**src/rtl/mips_pkg.sv**
```systemverilog
// rtl/mips_pkg.sv - shared encodings for the multicycle MIPS control path
package mips_pkg;

  typedef enum logic [3:0] {
    S_FETCH   = 4'd0,
    S_DECODE  = 4'd1,
    S_MEMADR  = 4'd2,
    S_MEMRD   = 4'd3,
    S_MEMWB   = 4'd4,
    S_MEMWR   = 4'd5,
    S_EXEC    = 4'd6,
    S_RWB     = 4'd7,
    S_BRANCH  = 4'd8,
    S_JUMP    = 4'd9,
    S_ADDI_EX = 4'd10,
    S_ADDI_WB = 4'd11
  } state_t;

  localparam logic [5:0] OP_RTYPE = 6'b000000;
  localparam logic [5:0] OP_LW    = 6'b100011;
  localparam logic [5:0] OP_SW    = 6'b101011;
  localparam logic [5:0] OP_BEQ   = 6'b000100;
  localparam logic [5:0] OP_J     = 6'b000010;
  localparam logic [5:0] OP_ADDI  = 6'b001000;

  // Shared with the ALU control decoder downstream.
  localparam logic [1:0] ALUOP_ADD   = 2'b00;
  localparam logic [1:0] ALUOP_SUB   = 2'b01;
  localparam logic [1:0] ALUOP_FUNCT = 2'b10;

  localparam logic [1:0] ALUSRCB_B     = 2'b00;
  localparam logic [1:0] ALUSRCB_FOUR  = 2'b01;
  localparam logic [1:0] ALUSRCB_IMM   = 2'b10;
  localparam logic [1:0] ALUSRCB_IMMSH = 2'b11;

  localparam logic [1:0] PCSRC_ALU    = 2'b00;
  localparam logic [1:0] PCSRC_ALUOUT = 2'b01;
  localparam logic [1:0] PCSRC_JUMP   = 2'b10;

  typedef struct packed {
    logic [1:0] aluop;
    logic       alusrca;
    logic [1:0] alusrcb;
    logic [1:0] pcsource;
    logic       pcwrite;
    logic       pcwritecond;
    logic       iord;
    logic       memread;
    logic       memwrite;
    logic       irwrite;
    logic       regdst;
    logic       memtoreg;
    logic       regwrite;
    logic       instr_done;
    logic       illegal_op;
  } ctrl_t;

  function automatic logic op_supported(input logic [5:0] op);
    return (op == OP_LW) || (op == OP_SW) || (op == OP_RTYPE) ||
           (op == OP_BEQ) || (op == OP_J) || (op == OP_ADDI);
  endfunction

endpackage

```
**src/rtl/control_outputs.sv**
```systemverilog
// rtl/control_outputs.sv - combinational state-to-control decoder
module control_outputs
  import mips_pkg::*;
(
  input  state_t     state,
  input  logic       mem_ready,
  input  logic [5:0] opcode,
  output ctrl_t      ctrl
);

  // Everything defaults to 0; each state raises only what it needs.
  always_comb begin
    ctrl = '0;
    case (state)
      S_FETCH: begin
        ctrl.memread  = 1'b1;
        ctrl.alusrcb  = ALUSRCB_FOUR;
        ctrl.aluop    = ALUOP_ADD;
        ctrl.pcsource = PCSRC_ALU;
        ctrl.irwrite  = mem_ready;
        ctrl.pcwrite  = mem_ready;
      end
      S_DECODE: begin
        ctrl.alusrcb    = ALUSRCB_IMMSH;
        ctrl.aluop      = ALUOP_ADD;
        ctrl.illegal_op = ~op_supported(opcode);
      end
      S_MEMADR: begin
        ctrl.alusrca = 1'b1;
        ctrl.alusrcb = ALUSRCB_IMM;
        ctrl.aluop   = ALUOP_ADD;
      end
      S_MEMRD: begin
        ctrl.memread = 1'b1;
        ctrl.iord    = 1'b1;
      end
      S_MEMWB: begin
        ctrl.memtoreg   = 1'b1;
        ctrl.regwrite   = 1'b1;
        ctrl.instr_done = 1'b1;
      end
      S_MEMWR: begin
        ctrl.memwrite   = 1'b1;
        ctrl.iord       = 1'b1;
        ctrl.instr_done = mem_ready;
      end
      S_EXEC: begin
        ctrl.alusrca = 1'b1;
        ctrl.alusrcb = ALUSRCB_B;
        ctrl.aluop   = ALUOP_FUNCT;
      end
      S_RWB: begin
        ctrl.regdst     = 1'b1;
        ctrl.regwrite   = 1'b1;
        ctrl.instr_done = 1'b1;
      end
      S_BRANCH: begin
        ctrl.alusrca     = 1'b1;
        ctrl.alusrcb     = ALUSRCB_B;
        ctrl.aluop       = ALUOP_SUB;
        ctrl.pcwritecond = 1'b1;
        ctrl.pcsource    = PCSRC_ALUOUT;
        ctrl.instr_done  = 1'b1;
      end
      S_JUMP: begin
        ctrl.pcwrite    = 1'b1;
        ctrl.pcsource   = PCSRC_JUMP;
        ctrl.instr_done = 1'b1;
      end
      S_ADDI_EX: begin
        ctrl.alusrca = 1'b1;
        ctrl.alusrcb = ALUSRCB_IMM;
        ctrl.aluop   = ALUOP_ADD;
      end
      S_ADDI_WB: begin
        ctrl.regwrite   = 1'b1;
        ctrl.instr_done = 1'b1;
      end
      default: ctrl = '0;
    endcase
  end

endmodule

```
**src/rtl/multicycle_control.sv**
```systemverilog
// rtl/multicycle_control.sv - main multicycle MIPS control FSM
module multicycle_control
  import mips_pkg::*;
(
  input  logic       clk,
  input  logic       reset,
  input  logic [5:0] opcode,
  input  logic       mem_ready,
  output logic [1:0] ALUop,
  output logic       ALUSrcA,
  output logic [1:0] ALUSrcB,
  output logic [1:0] PCSource,
  output logic       PCWrite,
  output logic       PCWriteCond,
  output logic       IorD,
  output logic       MemRead,
  output logic       MemWrite,
  output logic       IRWrite,
  output logic       RegDst,
  output logic       MemtoReg,
  output logic       RegWrite,
  output logic       instr_done,
  output logic       illegal_op
);

  state_t     state_q, state_d;
  logic [5:0] op_q;
  ctrl_t      ctrl;
  ctrl_t      ctrl_g;

  // State register; reset abandons any in-flight instruction.
  always_ff @(posedge clk or posedge reset) begin
    if (reset) state_q <= S_FETCH;
    else       state_q <= state_d;
  end

  // Latch the opcode in DECODE so later states ignore IR changes.
  always_ff @(posedge clk or posedge reset) begin
    if (reset)                      op_q <= '0;
    else if (state_q == S_DECODE)   op_q <= opcode;
  end

  // Next-state logic; unused encodings fall back to FETCH.
  always_comb begin
    state_d = S_FETCH;
    case (state_q)
      S_FETCH:   state_d = mem_ready ? S_DECODE : S_FETCH;
      S_DECODE: begin
        case (opcode)
          OP_LW, OP_SW: state_d = S_MEMADR;
          OP_RTYPE:     state_d = S_EXEC;
          OP_BEQ:       state_d = S_BRANCH;
          OP_J:         state_d = S_JUMP;
          OP_ADDI:      state_d = S_ADDI_EX;
          default:      state_d = S_FETCH;
        endcase
      end
      S_MEMADR:  state_d = (op_q == OP_LW) ? S_MEMRD : S_MEMWR;
      S_MEMRD:   state_d = mem_ready ? S_MEMWB : S_MEMRD;
      S_MEMWB:   state_d = S_FETCH;
      S_MEMWR:   state_d = mem_ready ? S_FETCH : S_MEMWR;
      S_EXEC:    state_d = S_RWB;
      S_RWB:     state_d = S_FETCH;
      S_BRANCH:  state_d = S_FETCH;
      S_JUMP:    state_d = S_FETCH;
      S_ADDI_EX: state_d = S_ADDI_WB;
      S_ADDI_WB: state_d = S_FETCH;
      default:   state_d = S_FETCH;
    endcase
  end

  control_outputs u_outputs (
    .state     (state_q),
    .mem_ready (mem_ready),
    .opcode    (opcode),
    .ctrl      (ctrl)
  );

  // Outputs are forced low for as long as reset is held, not just after the edge.
  assign ctrl_g = reset ? '0 : ctrl;

  assign ALUop       = ctrl_g.aluop;
  assign ALUSrcA     = ctrl_g.alusrca;
  assign ALUSrcB     = ctrl_g.alusrcb;
  assign PCSource    = ctrl_g.pcsource;
  assign PCWrite     = ctrl_g.pcwrite;
  assign PCWriteCond = ctrl_g.pcwritecond;
  assign IorD        = ctrl_g.iord;
  assign MemRead     = ctrl_g.memread;
  assign MemWrite    = ctrl_g.memwrite;
  assign IRWrite     = ctrl_g.irwrite;
  assign RegDst      = ctrl_g.regdst;
  assign MemtoReg    = ctrl_g.memtoreg;
  assign RegWrite    = ctrl_g.regwrite;
  assign instr_done  = ctrl_g.instr_done;
  assign illegal_op  = ctrl_g.illegal_op;

endmodule

```
**config.mk**
```make
export PLATFORM = sky130hd
export DESIGN_NAME = multicycle_control
export DESIGN_NICKNAME = d
export VERILOG_FILES = /design/src/rtl/mips_pkg.sv /design/src/rtl/control_outputs.sv /design/src/rtl/multicycle_control.sv
export SDC_FILE = /design/constraint.sdc
export NUM_CORES = 1
export LEC_CHECK = 0
export ABC_CLOCK_PERIOD_IN_PS = 4490
export BUFFER_PORTS_ARGS = -buffer_cell sky130_fd_sc_hd__buf_2
export CAP_MARGIN = 10
export CORE_UTILIZATION = 52
export DETAILED_ROUTE_END_ITERATION = 8
export GPL_ROUTABILITY_DRIVEN = 1
export PLACE_DENSITY = 0.94
export SLEW_MARGIN = 25
export SYNTH_ARGS = -nofsm -noshare
export SYNTH_HDL_FRONTEND = slang
export SYNTH_SLANG_ARGS = --single-unit
```
**constraint.sdc**
```tcl
create_clock -name clk -period 4.49 [get_ports clk]
set_input_delay 0 -clock clk [delete_from_list [all_inputs] [get_ports clk]]
set_output_delay 0 -clock clk [all_outputs]
set_load 0.02 [all_outputs]
```
==> flow_summary.toml <==
[drt]
vias = 838
first_pass_iters = 4
ant_nets = 0
wire_per_inst_um = 13.84
finalWirelength_um = 1910
drc_errors = 0
vias_per_cell = 6.072
drtIter0Drc = 16

[critical_path]
crit_type = "flip-flop to output pin"
arrival_ns = 1.85
r2r_cells = 3
endpoint_kind = "output pin"
crit_slowest_cell = "dfrtp_1"
startpoint_type = "flip-flop"
crit_fanout = 15
crit_chain = "nand2b_4, nor3_4, and4_1, buf_2"
cp.required_ns = 4.49
r2r_slack_ns = 2.82
crit_path_max_incr_delay_ns = 0.55

[synth]
syn_area_per_cell_um2 = 8.133
synthCells = 98
netlist-cell-type-count = 35
yosys_register_bits = 10
yosys_warnings = 0
syn_nets = 107
syn_area_um2 = 797.0
ys_seq_area_share_pct = 31.40

[place]
globalplace.congestion = 0.8499
port_buffers = 26
placed_cell_area_um2 = 905.9
detailed_place_hpwl_um = 1338
dp_cells = 132

[floorplan]
rows = 13
dieArea_mm2 = 0.001693
ioPinCount = 27
fp.dieH_um = 41.15
core-area_mm2 = 0.001366
fp.dieW_um = 41.15
start_util_pct = 58.33

[power]
p_sw_mw = 0.09989
swShare_pct = 34.73
vdd_drop_max_mv = 0.1917
powerDensity_mw_per_mm2 = 300.1
combPwrFrac_pct = 32.0
leakage_nw = 0.4605
internal_power_mw = 0.1878
p_seq_share_pct = 46.8
clockPowerShare_pct = 21.2

[grt]
grt_pass1_wl_um = 2732
grt_pass1_vias = 655
grt_max_degree = 20
gr-usage-all-layers_pct = 24.63
grt-ovfl-total = 0
antenna_found_initial = 0

[clock_tree]
tritoncts = "yes"
clock_path_buffers = 2
cts.clk_slew.worst_paths_ns = 0.07
postCtsResizedCells = 0
clk_latency_ns = 0.26
cts_inserted_buffers = 3
cts_setup_buffers = 0
htree_levels = 1
root_buffer = "clkbuf_4"
cts.sinks = 10

[timing]
final_max_slew_viol_count = 0
relSlewSlack_pct = 59.27
min_period_ns = 1.853
max_freq_mhz = 539.5
worst_pin_slew_ns = 0.6110
final-setup-viol-count = 0
setup_tns_ns = 0
rsz0062_at_grt = "no"
fin_skew_ns = 0.01241
hold_viol = 0
fin_crit_sh_pct = 41.28

[cells_and_area]
fillers = 110
layout_commonest_cell = "buf_2"
fin_area_um2 = 958.4
register_area_um2 = 250.2
area_delta_synth_final_pct = 20.25
multi_input_area_um2 = 491.7
diodes = 0
finalNetCount = 134
layout-drive-gt1-share_pct = 30.89
instances_no_fill = 138
layout_common_cells = "buf_2 (26), nor2_1 (12), dfrtp_1 (10), nand2_1 (9), o21ai_0 (8)"

[flow_run]
max-cap-violations = 0

[worst_hold_path]
hold_depth = 2
hold_path_class = "input pin to flip-flop"

[outcome]
status = "complete, no violations"
==> through the flow <==
stage	worst slack, ns	util (%)	hold WS, ns	total power, mW
after floorplan	2.837	-	-0.1466	0.2008
after global placement	2.875	66.30	0.06487	0.2214
after detailed placement	2.826	66.30	0.08035	0.2257
after CTS	2.649	70.15	0.005670	0.2875
after global routing	2.528	70.15	0.008541	0.3064
final	2.637	70.15	0.01843	0.2876
==> registers in the layout, summed over array words and instances, names as in the netlist <==
signal   cells
op_q         6
state_q      4
==> final timing paths <==
path	end	start
max	illegal_op	state_q[1]
min	op_q[4]	opcode[4]
min reg2reg	op_q[4]	op_q[4]
max reg2reg	op_q[2]	state_q[1]
max in group asynchronous	op_q[2]	reset
min in group asynchronous	op_q[1]	reset
==> Yosys cell counts <==
master	number	area share [%]
nor2_1	12	5.7
dfrtp_1	10	31
nand2_1	9	4.2
o21ai_0	8	5.0
nor3_1	7	4.4
mux2_2	6	8.5
and3_1	4	3.1
inv_1	4	1.9
nand2b_1	4	3.1
clkbuf_1	3	1.4
nor4_1	3	2.4
a21oi_1	2	1.3
buf_2	2	1.3
o22ai_1	2	1.6
xor2_1	2	2.2
a21boi_0	1	0.94
a221oi_1	1	1.1
a2bb2oi_1	1	1.1
a31oi_1	1	0.79
a41o_1	1	1.3
and2_0	1	0.79
and2_1	1	0.79
and4_1	1	1.1
buf_4	1	0.94
buf_6	1	1.4
mux2i_1	1	1.3
nand2b_4	1	1.7
nand3_1	1	0.63
nand3_2	1	1.3
nand4b_1	1	1.1
nor3_4	1	2.0
nor4bb_1	1	1.3
o2111ai_1	1	1.1
o221ai_1	1	1.1
or4_1	1	0.94
==> power groups by stage <==
stage | Sequential (mW) | Clock (mW) | Combinational [mW]
floorplan | 0.124 | 0 | 0.0765
global placement | 0.134 | 0 | 0.0871
detailed placement | 0.136 | 0 | 0.0897
CTS | 0.134 | 0.0617 | 0.0917
global route | 0.137 | 0.0675 | 0.102
finish | 0.135 | 0.0609 | 0.0920
==> metal layers <==
metal  vias to the layer above  share of wire (%)  GRT usage, %
li1                        406                  -             -
met1                       400                 43         27.27
met2                        30                 51         46.88
met3                         2                5.0         4.891
met4                         0               0.73         6.452
met5                         -                  0             0
==> kinds of logic after synthesis <==
logic type / count (synthesis) / share of synthesized area [%]
AO/OA/AOI/OAI: 19 / 15.23
XOR/XNOR: 2 / 2.198
buffers and inverters: 11 / 6.907
flip-flops: 10 / 31.40
multiplexers: 7 / 9.733
AND/OR/NAND/NOR: 49 / 34.54
==> worst max-delay path, delay by kind of cell (launching register included) <==
family                 cells  cell delay (ns)
buffers and inverters      1             0.16
AND/OR/NAND/NOR            3             0.88
flip-flops                 1             0.55
==> what timing repair did <==
item                       CTS  global route
hold buffers                 3             0
setup endpoints to repair    0             0
hold endpoints to repair    12             0
==> area by class of cell <==
| class | count | area share, % |
|---|---|---|
| Clock buffer | 3 | 2.350 |
| Sequential cell | 10 | 26.11 |
| Inverter | 4 | 1.567 |
| Multi-Input combinational cell | 77 | 51.31 |
| Tap cell | 15 | 1.958 |
| Timing Repair Buffer | 29 | 16.71 |
(Power assumes the default switching activity.)
